## src/rtl/ibex_rf_of_pkg.sv

```systemverilog
// ibex_rf_of_pkg
// Shared types and constants for the register-file operand-fetch block.
//   of_state_e : operand-fetch FSM state encoding
//   RegZero    : index of the hard-wired zero register x0
package ibex_rf_of_pkg;

  typedef enum logic [1:0] {
    OF_IDLE  = 2'd0,
    OF_ISSUE = 2'd1,
    OF_WAIT  = 2'd2,
    OF_OUT   = 2'd3
  } of_state_e;

  localparam logic [4:0] RegZero = 5'd0;

endpackage

```

## src/rtl/ibex_rf_of_bypass.sv

```systemverilog
// ibex_rf_of_bypass
// Capture-select mux for one operand. Produces the value the operand
// register should load when the fetch FSM captures.
// Ports:
//   addr_i      in  5          read address of this operand
//   rdata_i     in  DataWidth  register-file read data
//   wb_we_i     in  1          writeback enable
//   wb_waddr_i  in  5          writeback address
//   wb_wdata_i  in  DataWidth  writeback data
//   operand_o   out DataWidth  selected operand value
module ibex_rf_of_bypass
  import ibex_rf_of_pkg::*;
#(
  parameter int unsigned DataWidth = 32
) (
  input  logic [4:0]           addr_i,
  input  logic [DataWidth-1:0] rdata_i,
  input  logic                 wb_we_i,
  input  logic [4:0]           wb_waddr_i,
  input  logic [DataWidth-1:0] wb_wdata_i,
  output logic [DataWidth-1:0] operand_o
);

  // x0 always reads zero, even if a writeback targets it; otherwise a
  // same-cycle writeback to the address wins over the (stale) read data.
  always_comb begin
    operand_o = rdata_i;
    if (addr_i == RegZero) begin
      operand_o = '0;
    end else if (wb_we_i && (wb_waddr_i == addr_i)) begin
      operand_o = wb_wdata_i;
    end
  end

endmodule

```

## src/rtl/ibex_rf_operand_fetch.sv

```systemverilog
// ibex_rf_operand_fetch
// Requester side of the cached register-file read interface, between
// decode and execute. Latches source indices, holds the read addresses
// while the register file stalls, captures both operands (with writeback
// bypass) and offers them downstream on a valid/ready handshake. Keeps
// saturating miss / stall-cycle statistics and a sticky timeout flag.
// Ports:
//   clk_i, rst_ni             clock, async active-low reset
//   instr_valid_i/ready_o     request handshake from decode
//   rs1_i, rs2_i              source register indices
//   uses_rs1_i, uses_rs2_i    operand-required qualifiers
//   raddr_a_o, raddr_b_o      register-file read addresses
//   rdata_a_i, rdata_b_i      register-file read data
//   rf_stall_i                register-file stall
//   wb_we_i/waddr_i/wdata_i   writeback port (for bypass)
//   op_valid_o/op_ready_i     operand handshake to execute
//   op_a_o, op_b_o            captured operands
//   stall_timeout_o           sticky: a stall hit MaxStallCycles
//   miss_count_o              requests that saw a stall
//   stall_cycles_o            total cycles spent waiting
//
// state    | meaning
// ---------+------------------------------------------------------------
// OF_IDLE  | no request held, ready to accept
// OF_ISSUE | addresses presented, first register-file response cycle
// OF_WAIT  | register file stalling, addresses held, counting stall
// OF_OUT   | operands captured and offered to execute
module ibex_rf_operand_fetch
  import ibex_rf_of_pkg::*;
#(
  parameter int unsigned DataWidth      = 32,
  parameter int unsigned MaxStallCycles = 8,
  parameter int unsigned CntWidth       = 32
) (
  input  logic                 clk_i,
  input  logic                 rst_ni,
  input  logic                 instr_valid_i,
  output logic                 instr_ready_o,
  input  logic [4:0]           rs1_i,
  input  logic [4:0]           rs2_i,
  input  logic                 uses_rs1_i,
  input  logic                 uses_rs2_i,
  output logic [4:0]           raddr_a_o,
  output logic [4:0]           raddr_b_o,
  input  logic [DataWidth-1:0] rdata_a_i,
  input  logic [DataWidth-1:0] rdata_b_i,
  input  logic                 rf_stall_i,
  input  logic                 wb_we_i,
  input  logic [4:0]           wb_waddr_i,
  input  logic [DataWidth-1:0] wb_wdata_i,
  output logic                 op_valid_o,
  input  logic                 op_ready_i,
  output logic [DataWidth-1:0] op_a_o,
  output logic [DataWidth-1:0] op_b_o,
  output logic                 stall_timeout_o,
  output logic [CntWidth-1:0]  miss_count_o,
  output logic [CntWidth-1:0]  stall_cycles_o
);

  localparam logic [7:0] MaxStall = 8'(MaxStallCycles);

  of_state_e             state_q, state_d;
  logic [4:0]            ra_q, rb_q;
  logic [DataWidth-1:0]  op_a_q, op_b_q;
  logic [DataWidth-1:0]  cap_a, cap_b;
  logic [7:0]            stall_cnt_q;
  logic                  timeout_q;
  logic [CntWidth-1:0]   miss_q, stall_q;

  logic                  in_issue, in_wait, in_out;
  logic                  accept, handshake, force_cap, capture;

  assign in_issue = (state_q == OF_ISSUE);
  assign in_wait  = (state_q == OF_WAIT);
  assign in_out   = (state_q == OF_OUT);

  assign handshake     = in_out && op_ready_i;
  assign instr_ready_o = (state_q == OF_IDLE) || handshake;
  assign accept        = instr_valid_i && instr_ready_o;

  // stall_cnt_q holds the number of earlier WAIT cycles, so this WAIT
  // cycle is number stall_cnt_q+1; give up once that reaches the limit.
  assign force_cap = in_wait && rf_stall_i && ((stall_cnt_q + 8'd1) == MaxStall);
  assign capture   = (in_issue && !rf_stall_i) || (in_wait && (!rf_stall_i || force_cap));

  always_comb begin
    state_d = state_q;
    unique case (state_q)
      OF_IDLE:  if (accept) state_d = OF_ISSUE;
      OF_ISSUE: state_d = rf_stall_i ? OF_WAIT : OF_OUT;
      OF_WAIT:  if (capture) state_d = OF_OUT;
      OF_OUT: begin
        if (handshake) state_d = accept ? OF_ISSUE : OF_IDLE;
      end
      default:  state_d = OF_IDLE;
    endcase
  end

  always_ff @(posedge clk_i or negedge rst_ni) begin
    if (!rst_ni) begin
      state_q <= OF_IDLE;
    end else begin
      state_q <= state_d;
    end
  end

  // Unused operands read x0 so they can never provoke a cache miss.
  always_ff @(posedge clk_i or negedge rst_ni) begin
    if (!rst_ni) begin
      ra_q <= RegZero;
      rb_q <= RegZero;
    end else if (accept) begin
      ra_q <= uses_rs1_i ? rs1_i : RegZero;
      rb_q <= uses_rs2_i ? rs2_i : RegZero;
    end
  end

  ibex_rf_of_bypass #(
    .DataWidth (DataWidth)
  ) u_bypass_a (
    .addr_i     (ra_q),
    .rdata_i    (rdata_a_i),
    .wb_we_i    (wb_we_i),
    .wb_waddr_i (wb_waddr_i),
    .wb_wdata_i (wb_wdata_i),
    .operand_o  (cap_a)
  );

  ibex_rf_of_bypass #(
    .DataWidth (DataWidth)
  ) u_bypass_b (
    .addr_i     (rb_q),
    .rdata_i    (rdata_b_i),
    .wb_we_i    (wb_we_i),
    .wb_waddr_i (wb_waddr_i),
    .wb_wdata_i (wb_wdata_i),
    .operand_o  (cap_b)
  );

  // Operands load only on capture; later writebacks (in OUT) are ignored.
  always_ff @(posedge clk_i or negedge rst_ni) begin
    if (!rst_ni) begin
      op_a_q <= '0;
      op_b_q <= '0;
    end else if (capture) begin
      op_a_q <= cap_a;
      op_b_q <= cap_b;
    end
  end

  always_ff @(posedge clk_i or negedge rst_ni) begin
    if (!rst_ni) begin
      stall_cnt_q <= '0;
    end else if (in_issue) begin
      stall_cnt_q <= '0;
    end else if (in_wait) begin
      stall_cnt_q <= stall_cnt_q + 8'd1;
    end
  end

  always_ff @(posedge clk_i or negedge rst_ni) begin
    if (!rst_ni) begin
      timeout_q <= 1'b0;
    end else if (force_cap) begin
      timeout_q <= 1'b1;
    end
  end

  // Statistics saturate at all-ones rather than wrapping.
  always_ff @(posedge clk_i or negedge rst_ni) begin
    if (!rst_ni) begin
      miss_q  <= '0;
      stall_q <= '0;
    end else begin
      if (in_issue && rf_stall_i && (miss_q != '1)) begin
        miss_q <= miss_q + CntWidth'(1);
      end
      if (in_wait && (stall_q != '1)) begin
        stall_q <= stall_q + CntWidth'(1);
      end
    end
  end

  assign raddr_a_o       = (in_issue || in_wait) ? ra_q : RegZero;
  assign raddr_b_o       = (in_issue || in_wait) ? rb_q : RegZero;
  assign op_valid_o      = in_out;
  assign op_a_o          = op_a_q;
  assign op_b_o          = op_b_q;
  assign stall_timeout_o = timeout_q;
  assign miss_count_o    = miss_q;
  assign stall_cycles_o  = stall_q;

endmodule
```

## config.mk

```make
export PLATFORM = sky130hd
export DESIGN_NAME = ibex_rf_operand_fetch
export DESIGN_NICKNAME = d
export VERILOG_FILES = /design/src/rtl/ibex_rf_of_pkg.sv /design/src/rtl/ibex_rf_of_bypass.sv /design/src/rtl/ibex_rf_operand_fetch.sv
export SDC_FILE = /design/constraint.sdc
export NUM_CORES = 1
export LEC_CHECK = 0
export BUFFER_PORTS_ARGS = -buffer_cell sky130_fd_sc_hd__buf_2
export CELL_PAD_IN_SITES_DETAIL_PLACEMENT = 1
export CELL_PAD_IN_SITES_GLOBAL_PLACEMENT = 2
export CORE_AREA = 2 2 114 227
export CTS_BUF_LIST = sky130_fd_sc_hd__clkbuf_4
export DETAILED_ROUTE_END_ITERATION = 8
export DIE_AREA = 0 0 116 229
export GPL_ROUTABILITY_DRIVEN = 0
export GPL_TIMING_DRIVEN = 0
export HOLD_SLACK_MARGIN = 0.05
export PLACE_DENSITY_LB_ADDON = 0.1
export SKIP_CTS_REPAIR_TIMING = 1
export SLEW_MARGIN = 20
export SYNTH_ARGS = -nofsm -noshare
export SYNTH_HDL_FRONTEND = slang
export SYNTH_SLANG_ARGS = --single-unit
```

## constraint.sdc

```tcl
create_clock -name clk_i -period 2.68 [get_ports clk_i]
set_input_delay 0.134 -clock clk_i [delete_from_list [all_inputs] [get_ports clk_i]]
set_output_delay 0.134 -clock clk_i [all_outputs]
set_load 0.01 [all_outputs]
```

After elaboration in Yosys (flattened, before gate mapping)
Index checks and enable logic that the tools add are counted.
- register bits: 149
- input port bits: 119
- logic and storage cells: 60
- add/subtract/negate cells: 3
- equality and inequality tests: 11
- mux-type cells: 16
- reductions and logical operators: 21
- operators by type and width (cell ; number):
    32-bit two-way mux ; 4
    32-bit by 1-bit adder with 32-bit output, second input constant ; 2
    32-bit != test, second input constant ; 2
    5-bit two-way mux ; 4
    8-bit two-way mux ; 2
    1-bit logical AND ; 11
    5-bit equality test ; 2
    5-bit zero test ; 2
    8-bit by 1-bit adder with 8-bit output, second input constant ; 1
    8-bit by 4-bit equality test with 1-bit output, second input constant ; 1
    2-bit case mux with 4 select lines ; 1
    2-bit two-way mux ; 3
    2-bit equality test, second input constant ; 2
    1-bit logical OR ; 4
    2-bit by 1-bit != test with 1-bit output, second input constant ; 2
    3-bit AND reduction ; 1
    2-bit by 1-bit equality test with 1-bit output, second input constant ; 1
    2-bit zero test ; 1
    1-bit two-way mux ; 2
    2-bit != test, second input constant ; 1
    2-bit nonzero test ; 1
    1-bit zero test ; 1

Depth between registers and ports, before layout
Gate-level depths: netlist of the first run.
- depth in word-level cells: 8
- depth in mapped cells: 8
- gate-level depth less buffers: 7

Hierarchy
A second synthesis of the first run with hierarchy kept.
- cells, all modules: 812
- area, all modules: 7978.9 um2
- by module, submodules not included (module ; instances ; cells each ; area each (um2) ; sequential area each (um2)):
    ibex_rf_operand_fetch ; 1 ; 566 ; 6687.7 ; 3728.6
    ibex_rf_of_bypass ; 2 ; 123 ; 645.6 ; 0.0

Worst setup path before layout of the first run
Ideal clock, no wire load.
- path type: register -> register
- start point: register stall_cnt_q[0]
- end point: register op_a_q[10] (netlist: op_a_o[10])
- arrival time: 2.068 ns
- required time: 2.584 ns
- slack: 0.517 ns
- stages on the path, launching flop included: 9
- clock period less this slack: 2.163 ns
- cell sequence: dfrtp_1 -> ha_1 -> and3_1 -> a311oi_1 -> a311oi_1 -> or3_1 -> buf_6 -> buf_6 -> o31ai_1
- cells in the longest elaborated chain, start to end: 6
- ends and longest elaborated chain (item ; RTL line ; source):
    start: declaration ; ibex_rf_operand_fetch.sv:66 ; logic [7:0] stall_cnt_q;
    start signal: assignment ; ibex_rf_operand_fetch.sv:157 ; stall_cnt_q <= stall_cnt_q + 8'd1;
    8-bit by 1-bit adder with 8-bit output ; ibex_rf_operand_fetch.sv:83 ; assign force_cap = in_wait && rf_stall_i && ((stall_cnt_q + 8'd1) == MaxStall);
    8-bit by 4-bit equality test with 1-bit output ; ibex_rf_operand_fetch.sv:83 ;
    1-bit logical AND ; ibex_rf_operand_fetch.sv:83 ;
    1-bit logical OR ; ibex_rf_operand_fetch.sv:84 ; assign capture = (in_issue && !rf_stall_i) || (in_wait && (!rf_stall_i || force_cap));
    1-bit logical AND ; ibex_rf_operand_fetch.sv:84 ;
    1-bit logical OR ; ibex_rf_operand_fetch.sv:84 ;
    end signal: assignment ; ibex_rf_operand_fetch.sv:146 ; op_a_q <= cap_a;
    end: declaration ; ibex_rf_operand_fetch.sv:64 ; logic [DataWidth-1:0] op_a_q, op_b_q;
Every way passes these cells.
A chain may end at the register's enable or synchronous reset.

Worst setup path in the final report of the first run
- start point: register stall_cnt_q[0]
- end point: register op_a_q[7] (netlist: op_a_o[7])
The elaborated chain is that of the path after synthesis.

==> results.sh, run 1 <==
export IMPL_status="completed"
export IMPL_antenna_found_initial=1
export IMPL_fin_cells=1502
export IMPL_cap_violations=0
export IMPL_hp_class="primary input to register"
export IMPL_multi_input_area_um2=3830
export IMPL_synth_area_per_cell_um2=10.5
export IMPL_viasPerCell=5.04
export IMPL_start_util_pct=31.6
export IMPL_first_iter_violations=329
export IMPL_clock_root_buffer="clkbuf_4"
export IMPL_std_cell_rows=82
export IMPL_max_stage_delay_ps=480
export IMPL_drv_slew=0
export IMPL_required_ps=3200
export IMPL_dpl_hpwl_mm=19.1
export IMPL_n_fill_cell=2925
export IMPL_die_w_um=116
export IMPL_grt_overflow_total=0
export IMPL_setup_ws_ps=174
export IMPL_p_sw_mw=3.42
export IMPL_wl_per_cell_um=18.3
export IMPL_cts_tree="done"
export IMPL_p_leak_nw=5.19
export IMPL_drcViolationCount=0
export IMPL_die_h_um=229
export IMPL_max_freq_ghz=0.399
export IMPL_fin_nets=1277
export IMPL_synth_cells=747
export IMPL_synth_ff_latch_count=149
export IMPL_peakVddDrop_mv=0.308
export IMPL_grt_pass1_wl_mm=40.3
export IMPL_synth_ff_type="dfrtp_1"
export IMPL_synthToLayoutAreaGrowth_pct=42.6
export IMPL_intPower_mw=4.87
export IMPL_yosys_warnings=0
export IMPL_coreArea_um2=24800
export IMPL_fin_setup_tns_ps=0
export IMPL_io_pins=260
export IMPL_synth_fp_nets=874
export IMPL_async_flop_share_pct=100
export IMPL_post_place_ws_ps=-88.4
export IMPL_combPwrFrac_pct=42.8
export IMPL_switching_share_pct=41.2
export IMPL_mostFrequentLayoutCell="buf_2"
export IMPL_synth_edf_count=0
export IMPL_syn_cell_area_um2=7840
export IMPL_die_area_um2=26600
export IMPL_critPathLaunchType="register"
export IMPL_dpl_instance_area_um2=9590
export IMPL_slowest_stage="dfrtp_1"
export IMPL_yosysUniqueCellTypes=46
export IMPL_cts_sinks=149
export IMPL_yosysSeqAreaShare_pct=47.6
export IMPL_clock_skew_ps=20.4
export IMPL_grt_total_usage_pct=19.5
export IMPL_first_pass_iters=4
export IMPL_routed_wl_mm=27.4
export IMPL_clockPowerShare_pct=17.8
export IMPL_worstPathArrival_ps=3020
export IMPL_path_class="register to register"
export IMPL_cts_buffers=17
export IMPL_layout_drive_gt1_share_pct=27.4
export IMPL_path_cells="ha_1, and3_1, a311oi_1, a311oi_2, or3_1, buf_6, buf_6, o31ai_1"
export IMPL_slew_headroom_pct=56.6
export IMPL_clkTransAtPathRegs_ps=130
export IMPL_rsz0062_at_grt="false"
export IMPL_power_density_nw_per_um2=742
export IMPL_cts_max_level=4
export IMPL_final_cell_mix="265 x buf_2, 149 x dfrtp_1, 131 x o31ai_1, 124 x dlygate4sd3_1, 66 x mux2i_1"
export IMPL_worst_pin_slew_ps=646
export IMPL_final_design_area_no_fill_um2=11200
export IMPL_numPortBuffers=259
export IMPL_hold_viol=0
export IMPL_grt_start_max_net_pins=90
export IMPL_finalCritPeriodShare_pct=93.5
export IMPL_via_count=7567
export IMPL_cp_end_kind="register"
export IMPL_dp_cells=1343
export IMPL_clockBufferDepth=2
export IMPL_worst_path_max_fanout=10
export IMPL_cp_common_cell="buf_6"
export IMPL_ant_nets=0
export IMPL_seqPwrFrac_pct=39.4
export IMPL_seqCellArea_um2=3730
export IMPL_setup_viol_count_final=0
export IMPL_period_needed_ps=2510
export IMPL_grt_pass1_vias=7315
export IMPL_insertion_delay_ps=610
[through the flow]
step	hold WS [ps]	power, mW	util (%)
2_1_floorplan	-162	5.26	-
3_3_place_gp	391	6.65	38.5
3_5_place_dp	120	6.73	38.6
4_1_cts	-605	8.26	39.8
5_1_grt	60.6	8.95	45.0
6_report	71.2	8.29	45.0
[cells in the mapped netlist (3+ instances only)]
| cell type | instances | area [um2] |
|---|---|---|
| a31oi_1 | 4 | 25.0 |
| a22o_1 | 3 | 26.3 |
| xor2_1 | 38 | 333 |
| ha_1 | 8 | 100 |
| nor2_1 | 27 | 101 |
| or4_1 | 4 | 30.0 |
| buf_2 | 8 | 40.0 |
| nand4_1 | 27 | 169 |
| dfrtp_1 | 149 | 3730 |
| nor3_1 | 13 | 65.1 |
| xnor2_1 | 32 | 280 |
| mux2i_1 | 66 | 661 |
| and2_1 | 12 | 75.1 |
| buf_6 | 7 | 78.8 |
| and3_1 | 11 | 68.8 |
| mux2_1 | 3 | 33.8 |
| nor4_1 | 12 | 75.1 |
| o21ai_0 | 20 | 100 |
| nand3_1 | 32 | 160 |
| nand2_1 | 56 | 210 |
| or3_1 | 4 | 25.0 |
| o31ai_1 | 131 | 983 |
| inv_1 | 10 | 37.5 |
| and4_1 | 7 | 61.3 |
| a311oi_1 | 3 | 26.3 |
| clkbuf_1 | 35 | 131 |
[area by class of cell]
| class | instances | share of cell area, % |
|---|---|---|
| timing repair buffer | 385 | 23.3 |
| clock buffer | 19 | 1.28 |
| sequential | 149 | 33.4 |
| inverter | 10 | 0.336 |
| multi-input combinational | 537 | 34.3 |
| antenna | 3 | 0.0672 |
| buffer | 50 | 2.37 |
| clock inverter | 13 | 1.23 |
| tap | 336 | 3.76 |
[cell families after synthesis]
| logic type | count (synthesis) | synth area share (%) |
|---|---|---|
| AOI/OAI and AO/OA | 173 | 16.1 |
| xor gates and xnor gates | 70 | 7.82 |
| adders and majority gates | 8 | 1.28 |
| buffers and inverters | 61 | 3.77 |
| DFF | 149 | 47.6 |
| muxes | 69 | 8.86 |
| and+or+nand+nor | 217 | 14.6 |
[critical path, delay by kind of cell (launching register included)]
family,cells,cell delay [ps]
and+or+nand+nor,2,570
AOI/OAI and AO/OA,3,780
adders and majority gates,1,280
DFF,1,480
buffers and inverters,2,310
[layer usage]
metal	part of all wire [%]	vias to the layer above	GRT usage (%)
met2	51	199	32.4
li1	-	3609	-
met1	43	3726	25.1
met3	4.2	33	4.66
met4	2.2	0	5.51
met5	0	-	0
[sequential cells by signal (all words and copies together) (netlist names)]
name and cells:
stall_cnt_q 8, op_b_o 32, rb_q 5, miss_count_o 32
ra_q 5, op_a_o 32, stall_timeout_o 1, stall_cycles_o 32
state_q 2
[path summary, 6_finish.rpt]
kind | cells after the start | slack (ps) | from | endpoint
worst max-delay path | 8 | 170 | stall_cnt_q[0] | op_a_o[7]
worst min-delay path | 4 | 70 | op_ready_i | state_q[1]
worst max register to register | 8 | 170 | stall_cnt_q[0] | op_a_o[7]
worst min register to register | 1 | 500 | stall_timeout_o | stall_timeout_o
max in group asynchronous | 4 | 1600 | rst_ni | ra_q[1]
min in group asynchronous | 4 | 640 | rst_ni | stall_cycles_o[14]
[power groups by stage]
stage	sequential [mW]	combinational, mW	clock, mW
floorplan	3.45	1.80	0
global placement	3.30	3.35	0
detailed placement	3.32	3.41	0
CTS	3.27	3.42	1.57
global route	3.36	3.94	1.65
finish	3.27	3.55	1.48
Power figures use the tool's default switching activity.
==> run 2, diff against run 1 <==
--- a/config.mk
+++ b/config.mk
@@ -8,10 +8,10 @@
 export BUFFER_PORTS_ARGS = -buffer_cell sky130_fd_sc_hd__buf_2
 export CELL_PAD_IN_SITES_DETAIL_PLACEMENT = 1
 export CELL_PAD_IN_SITES_GLOBAL_PLACEMENT = 2
-export CORE_AREA = 2 2 114 227
-export CTS_BUF_LIST = sky130_fd_sc_hd__clkbuf_4
+export CORE_AREA = 2 2 122 242
+export CTS_BUF_LIST = sky130_fd_sc_hd__clkbuf_16
 export DETAILED_ROUTE_END_ITERATION = 8
-export DIE_AREA = 0 0 116 229
+export DIE_AREA = 0 0 124 244
 export GPL_ROUTABILITY_DRIVEN = 0
 export GPL_TIMING_DRIVEN = 0
 export HOLD_SLACK_MARGIN = 0.05
==> constraint.sdc (replaced) <==
create_clock -name clk_i -period 2.3 [get_ports clk_i]
set_input_delay 0.115 -clock clk_i [delete_from_list [all_inputs] [get_ports clk_i]]
set_output_delay 0.115 -clock clk_i [all_outputs]
set_load 0.01 [all_outputs]
==> run 2 against run 1 <==
Sequential cell count stayed put. Via count down 2.9%. Largest cell class unchanged. Critical endpoint is now op_b_o[3]. Clock skew fell by 13 ps. Routed wire length increased by 9.5%. First-iteration DRC count fell by 37%. Count of clock-buffer cells in the layout down 2. Highest routed layer unchanged. Critical path depth did not move.
==> results.sh, run 2 (same netlist as run 1, synthesis figures left out) <==
export IMPL_setup_viol_count_final=0
export IMPL_max_stage_delay_ps=460
export IMPL_via_count=7346
export IMPL_cap_violations=0
export IMPL_cp_depth=8
export IMPL_fin_nets=1213
export IMPL_mostFrequentLayoutCell="buf_2"
export IMPL_peakVddDrop_mv=0.545
export IMPL_insertion_delay_ps=440
export IMPL_wl_per_cell_um=20.7
export IMPL_post_place_ws_ps=-447
export IMPL_synthToLayoutAreaGrowth_pct=41.4
export IMPL_grt_pass1_vias=7801
export IMPL_die_w_um=124
export IMPL_r2r_cells=8
export IMPL_period_needed_ps=2250
export IMPL_worst_path_max_fanout=10
export IMPL_die_area_um2=30300
export IMPL_final_cell_mix="263 x buf_2, 147 x dfrtp_1, 105 x o31ai_1, 65 x mux2i_1, 58 x dlygate4sd3_1"
export IMPL_clock_root_buffer="clkbuf_16"
export IMPL_hold_viol=0
export IMPL_finalCritPeriodShare_pct=98.0
export IMPL_layout_drive_gt1_share_pct=35.1
export IMPL_ant_nets=0
export IMPL_slowest_stage="dfrtp_2"
export IMPL_first_pass_iters=4
export IMPL_p_leak_nw=5.20
export IMPL_drcViolationCount=0
export IMPL_grt_overflow_total=0
export IMPL_grt_total_usage_pct=19.5
export IMPL_setup_ws_ps=45.8
export IMPL_timing_rr_start="stall_cnt_q[1]"
export IMPL_cts_sinks=149
export IMPL_cp_end_kind="register"
export IMPL_n_fill_cell=3311
export IMPL_rr_endpoint="op_b_o[3]"
export IMPL_power_density_nw_per_um2=992
export IMPL_max_freq_ghz=0.444
export IMPL_path_cells="ha_4, and3_4, a311oi_2, a311oi_2, or3_4, buf_6, buf_6, o31ai_2"
export IMPL_grt_pass1_wl_mm=44.6
export IMPL_cts_max_level=4
export IMPL_cts_tree="done"
export IMPL_crit_path_end="op_b_o[3]"
export IMPL_routed_wl_mm=30.0
export IMPL_slew_headroom_pct=58.1
export IMPL_clock_skew_ps=7.31
export IMPL_fin_setup_tns_ps=0
export IMPL_io_pins=260
export IMPL_reg2reg_slack_ps=50
export IMPL_std_cell_rows=87
export IMPL_dpl_hpwl_mm=22.5
export IMPL_cp_startpoint="stall_cnt_q[1]"
export IMPL_path_class="register to register"
export IMPL_worst_pin_slew_ps=628
export IMPL_hp_class="primary input to register"
export IMPL_required_ps=2640
export IMPL_coreArea_um2=28300
export IMPL_start_util_pct=27.7
export IMPL_cts_buffers=17
export IMPL_first_iter_violations=207
export IMPL_grt_start_max_net_pins=85
export IMPL_viasPerCell=5.06
export IMPL_status="completed"
export IMPL_clkTransAtPathRegs_ps=60
export IMPL_path_buf_inv=2
export IMPL_antenna_found_initial=0
export IMPL_worstPathArrival_ps=2600
export IMPL_clockBufferDepth=2
export IMPL_critPathLaunchType="register"
export IMPL_antenna_cells=0
export IMPL_die_h_um=244
export IMPL_numPortBuffers=259
export IMPL_drv_slew=0
export IMPL_hold_slack_ps=21.1
export IMPL_cp_top_family="compound AO/OA/AOI/OAI gates"
[run 2: layout make-up]
cell class	instances	area, um2	share of cell area, %
clock inverter	12	103	0.926
tap	356	445	4.02
timing repair buffer	324	1960	17.7
inverter	10	37.5	0.339
sequential	149	3730	33.7
multi-input combinational	537	4080	36.8
clock buffer	17	425	3.84
buffer	47	298	2.69
[run 2: routing by layer]
metal,track usage [%],routed length (um),up-vias
li1,-,-,3473
met1,19.2,10600,3659
met2,38.4,17300,180
met3,3.64,1390,34
met4,7.80,738,0
met5,0,0,-
[run 2: worst min path at each step]
stage,start,endpoint,slack (ps),depth (start not counted)
after detailed placement,rst_ni,op_a_o[21],110,1
final,rdata_a_i[25],op_a_o[25],20,3
after global placement,rs1_i[2],ra_q[2],380,3
after floorplan,rst_ni,miss_count_o[0],-180,0
after global routing,wb_wdata_i[21],op_a_o[21],40,3
after CTS,rst_ni,op_a_o[21],-370,1
[run 2: worst register-to-register path: cells and delay by family, from the launching register on]
family | cells | cell delay [ps]
adder cells (fa/ha/maj) | 1 | 190
AO/OA/AOI/OAI | 3 | 630
flip-flops | 1 | 460
AND/OR/NAND/NOR | 2 | 560
buffers and inverters | 2 | 310
[run 2: per-stage QoR]
stage / instance area, um2 / total power [mW] / util, % / instances
after CTS: 10100 / 10.8 / 35.8 / 1392
after floorplan: 7840 / 6.12 / - / 747
after detailed placement: 9620 / 8.02 / 34.0 / 1363
after global routing: 11100 / 11.7 / 39.2 / 1452
after global placement: 9580 / 7.97 / 33.8 / 1362
final: 11100 / 11.0 / 39.2 / 1452
[run 2: where the power goes]
part | total, mW | switching (mW) | internal (mW)
Clock | 2.67 | 1.13 | 1.54
Sequential | 3.82 | 0.527 | 3.29
Combinational | 4.50 | 2.75 | 1.75
Total | 11.0 | 4.40 | 6.59
==> run 3, diff against run 2 <==
--- a/config.mk
+++ b/config.mk
@@ -5,17 +5,19 @@
 export SDC_FILE = /design/constraint.sdc
 export NUM_CORES = 1
 export LEC_CHECK = 0
+export ABC_AREA = 1
 export BUFFER_PORTS_ARGS = -buffer_cell sky130_fd_sc_hd__buf_2
 export CELL_PAD_IN_SITES_DETAIL_PLACEMENT = 1
 export CELL_PAD_IN_SITES_GLOBAL_PLACEMENT = 2
-export CORE_AREA = 2 2 122 242
+export CORE_AREA = 2 2 137 272
 export CTS_BUF_LIST = sky130_fd_sc_hd__clkbuf_16
 export DETAILED_ROUTE_END_ITERATION = 8
-export DIE_AREA = 0 0 124 244
+export DIE_AREA = 0 0 139 274
 export GPL_ROUTABILITY_DRIVEN = 0
 export GPL_TIMING_DRIVEN = 0
 export HOLD_SLACK_MARGIN = 0.05
 export PLACE_DENSITY_LB_ADDON = 0.1
+export RECOVER_POWER = 50
 export SKIP_CTS_REPAIR_TIMING = 1
 export SLEW_MARGIN = 20
 export SYNTH_ARGS = -nofsm -noshare
==> run 3 against run 2 <==
Global-route usage down 1.0 points. Via count up 27%. Synthesized cell count up 78%. Highest routed layer is now met5.
==> results.sh, run 3 <==
export IMPL_status="completed"
export IMPL_drcViolationCount=0
export IMPL_worstPathArrival_ps=2060
export IMPL_start_util_pct=24.6
export IMPL_drv_slew=0
export IMPL_clock_skew_ps=11.7
export IMPL_synth_largest_area_cell="dfrtp_1"
export IMPL_die_h_um=274
export IMPL_yosysSeqAreaShare_pct=41.9
export IMPL_grt_overflow_total=0
export IMPL_hold_slack_ps=30.7
export IMPL_seqCellArea_um2=3730
export IMPL_critPathLaunchType="register"
export IMPL_final_design_area_no_fill_um2=11600
export IMPL_dpl_instance_area_um2=10800
export IMPL_routed_wl_mm=35.4
export IMPL_setup_viol_count_final=0
export IMPL_synth_ff_type="dfrtp_1"
export IMPL_worst_path_max_fanout=11
export IMPL_cts_sinks=149
export IMPL_async_flop_share_pct=100
export IMPL_layout_drive_gt1_share_pct=14.7
export IMPL_clkTransAtPathRegs_ps=70
export IMPL_synthTopCellsByCount="475 x nand2_1, 197 x inv_1, 150 x nor2_1, 149 x dfrtp_1, 108 x nand3_1"
export IMPL_io_pins=260
export IMPL_first_iter_violations=368
export IMPL_cp_end_kind="output port"
export IMPL_period_needed_ps=2170
export IMPL_multi_input_area_um2=4310
export IMPL_coreArea_um2=36200
export IMPL_insertion_delay_ps=450
export IMPL_yosysUniqueCellTypes=27
export IMPL_n_fill_cell=4684
export IMPL_final_cell_mix="474 x nand2_1, 198 x inv_1, 157 x buf_2, 149 x dfrtp_1, 146 x nor2_1"
export IMPL_synth_ff_latch_count=149
export IMPL_synthToLayoutAreaGrowth_pct=30.3
export IMPL_yosysMostFrequentCell="nand2_1"
export IMPL_wl_per_cell_um=16.9
export IMPL_max_freq_ghz=0.461
export IMPL_synth_fp_nets=1458
export IMPL_ant_nets=0
export IMPL_slowest_stage="ha_2"
export IMPL_fin_util_pct=32.1
export IMPL_required_ps=2180
export IMPL_via_count=9316
export IMPL_hp_class="primary input to register"
export IMPL_std_cell_rows=99
export IMPL_cap_violations=0
export IMPL_clockBufferDepth=2
export IMPL_p_total_mw=11.5
export IMPL_synth_area_per_cell_um2=6.69
export IMPL_synth_area_leaders="dfrtp_1 42%, nand2_1 20%, inv_1 8.3%"
export IMPL_cts_tree="done"
export IMPL_hold_viol=0
export IMPL_power_density_nw_per_um2=994
export IMPL_clock_root_buffer="clkbuf_16"
export IMPL_worst_pin_slew_ps=1170
export IMPL_cts_buffers=17
export IMPL_syn_cell_area_um2=8900
export IMPL_mostFrequentLayoutCell="nand2_1"
export IMPL_die_area_um2=38100
export IMPL_peakVddDrop_mv=0.532
export IMPL_max_stage_delay_ps=480
export IMPL_fin_nets=1758
export IMPL_grt_start_max_net_pins=79
export IMPL_yosys_warnings=0
export IMPL_grt_total_usage_pct=18.5
export IMPL_finalCritPeriodShare_pct=94.4
export IMPL_die_w_um=139
export IMPL_p_leak_nw=6.02
export IMPL_numPortBuffers=259
export IMPL_antenna_found_initial=1
export IMPL_cp_common_cell="inv_1"
export IMPL_slew_headroom_pct=22.2
export IMPL_first_pass_iters=4
export IMPL_grt_pass1_vias=9775
export IMPL_path_cells="inv_1, ha_2, clkbuf_4, nand2_1, inv_1, buf_2"
export IMPL_synth_cells=1331
export IMPL_cts_max_level=4
export IMPL_synth_top_area_share_pct=41.9
export IMPL_viasPerCell=4.44
export IMPL_dpl_hpwl_mm=27.8
export IMPL_path_class="register to output port"
export IMPL_synth_edf_count=0
export IMPL_grt_pass1_wl_mm=55.5
[run 3: cell types whose count changed after synthesis, sizes merged, moves of 11 or more]
cell / before / now
and2: 12 / 0
and3: 11 / 0
inv: 10 / 197
mux2i: 66 / 0
nand2: 56 / 477
nand3: 32 / 109
nand4: 27 / 7
nor2: 27 / 151
nor3: 13 / 32
nor4: 14 / 0
o21ai: 20 / 90
o31ai: 131 / 0
xnor2: 32 / 10
[run 3: final timing paths]
check,startpoint,endpoint,slack (ps),cells after the start
worst max-delay path,state_q[1],raddr_a_o[4],130,6
worst min-delay path,rdata_a_i[29],op_a_o[29],30,5
worst max register to register,stall_cnt_q[1],op_a_o[26],150,12
worst min register to register,stall_timeout_o,stall_timeout_o,470,2
max in group asynchronous,rst_ni,miss_count_o[20],550,3
min in group asynchronous,rst_ni,stall_cycles_o[1],430,2
[run 3: layout make-up]
cell class                      instances  share of cell area, %
Multi-Input combinational cell        937                   37.2
Tap cell                              454                   4.90
Clock buffer                           17                   3.67
Clock inverter                         15                   1.36
Antenna cell                            1                 0.0216
Sequential cell                       149                   32.2
Timing Repair Buffer                  282                   12.0
Inverter                              198                   6.41
Buffer                                 46                   2.28
[run 3: logic make-up (layout without fill, tap and decap cells)]
kind of cell    count (synthesis)  count (layout)  synth area share [%]
compound gates                 99              99                  5.82
xor+xnor                       45              45                  4.43
fa+ha+maj                       8               8                  1.12
buf+inv                       245             558                  10.9
flops                         149             149                  41.9
other cells                     0               1                     0
simple gates                  785             785                  35.8
[run 3: metal layers]
layer	track usage [%]	share of wire, %	vias up
li1	-	-	4673
met1	26.7	50	4374
met2	27.7	43	240
met3	4.63	6.0	27
met4	4.81	1.4	2
met5	0	0.031	-
[run 3: metrics by stage]
step	instances	setup WS, ps	TNS, ps
3_5_place_dp	2045	-180	-6780
6_report	2099	129	0
3_3_place_gp	2044	-1540	-229910
2_1_floorplan	1331	474	0
5_1_grt	2098	-22.3	-106
4_1_cts	2077	-383	-12220
[run 3: worst max-delay path: cells and delay by family, from the launching register on]
kind | cells | cell delay [ps]
adder cells (fa/ha/maj) | 1 | 480
buffers and inverters | 4 | 650
flip-flops | 1 | 430
AND/OR/NAND/NOR | 1 | 70
[run 3: power breakdown]
| group | total [mW] | internal [mW] | switching, mW |
|---|---|---|---|
| Clock | 2.87 | 1.60 | 1.27 |
| Combinational | 4.78 | 1.55 | 3.24 |
| Sequential | 3.87 | 3.33 | 0.545 |
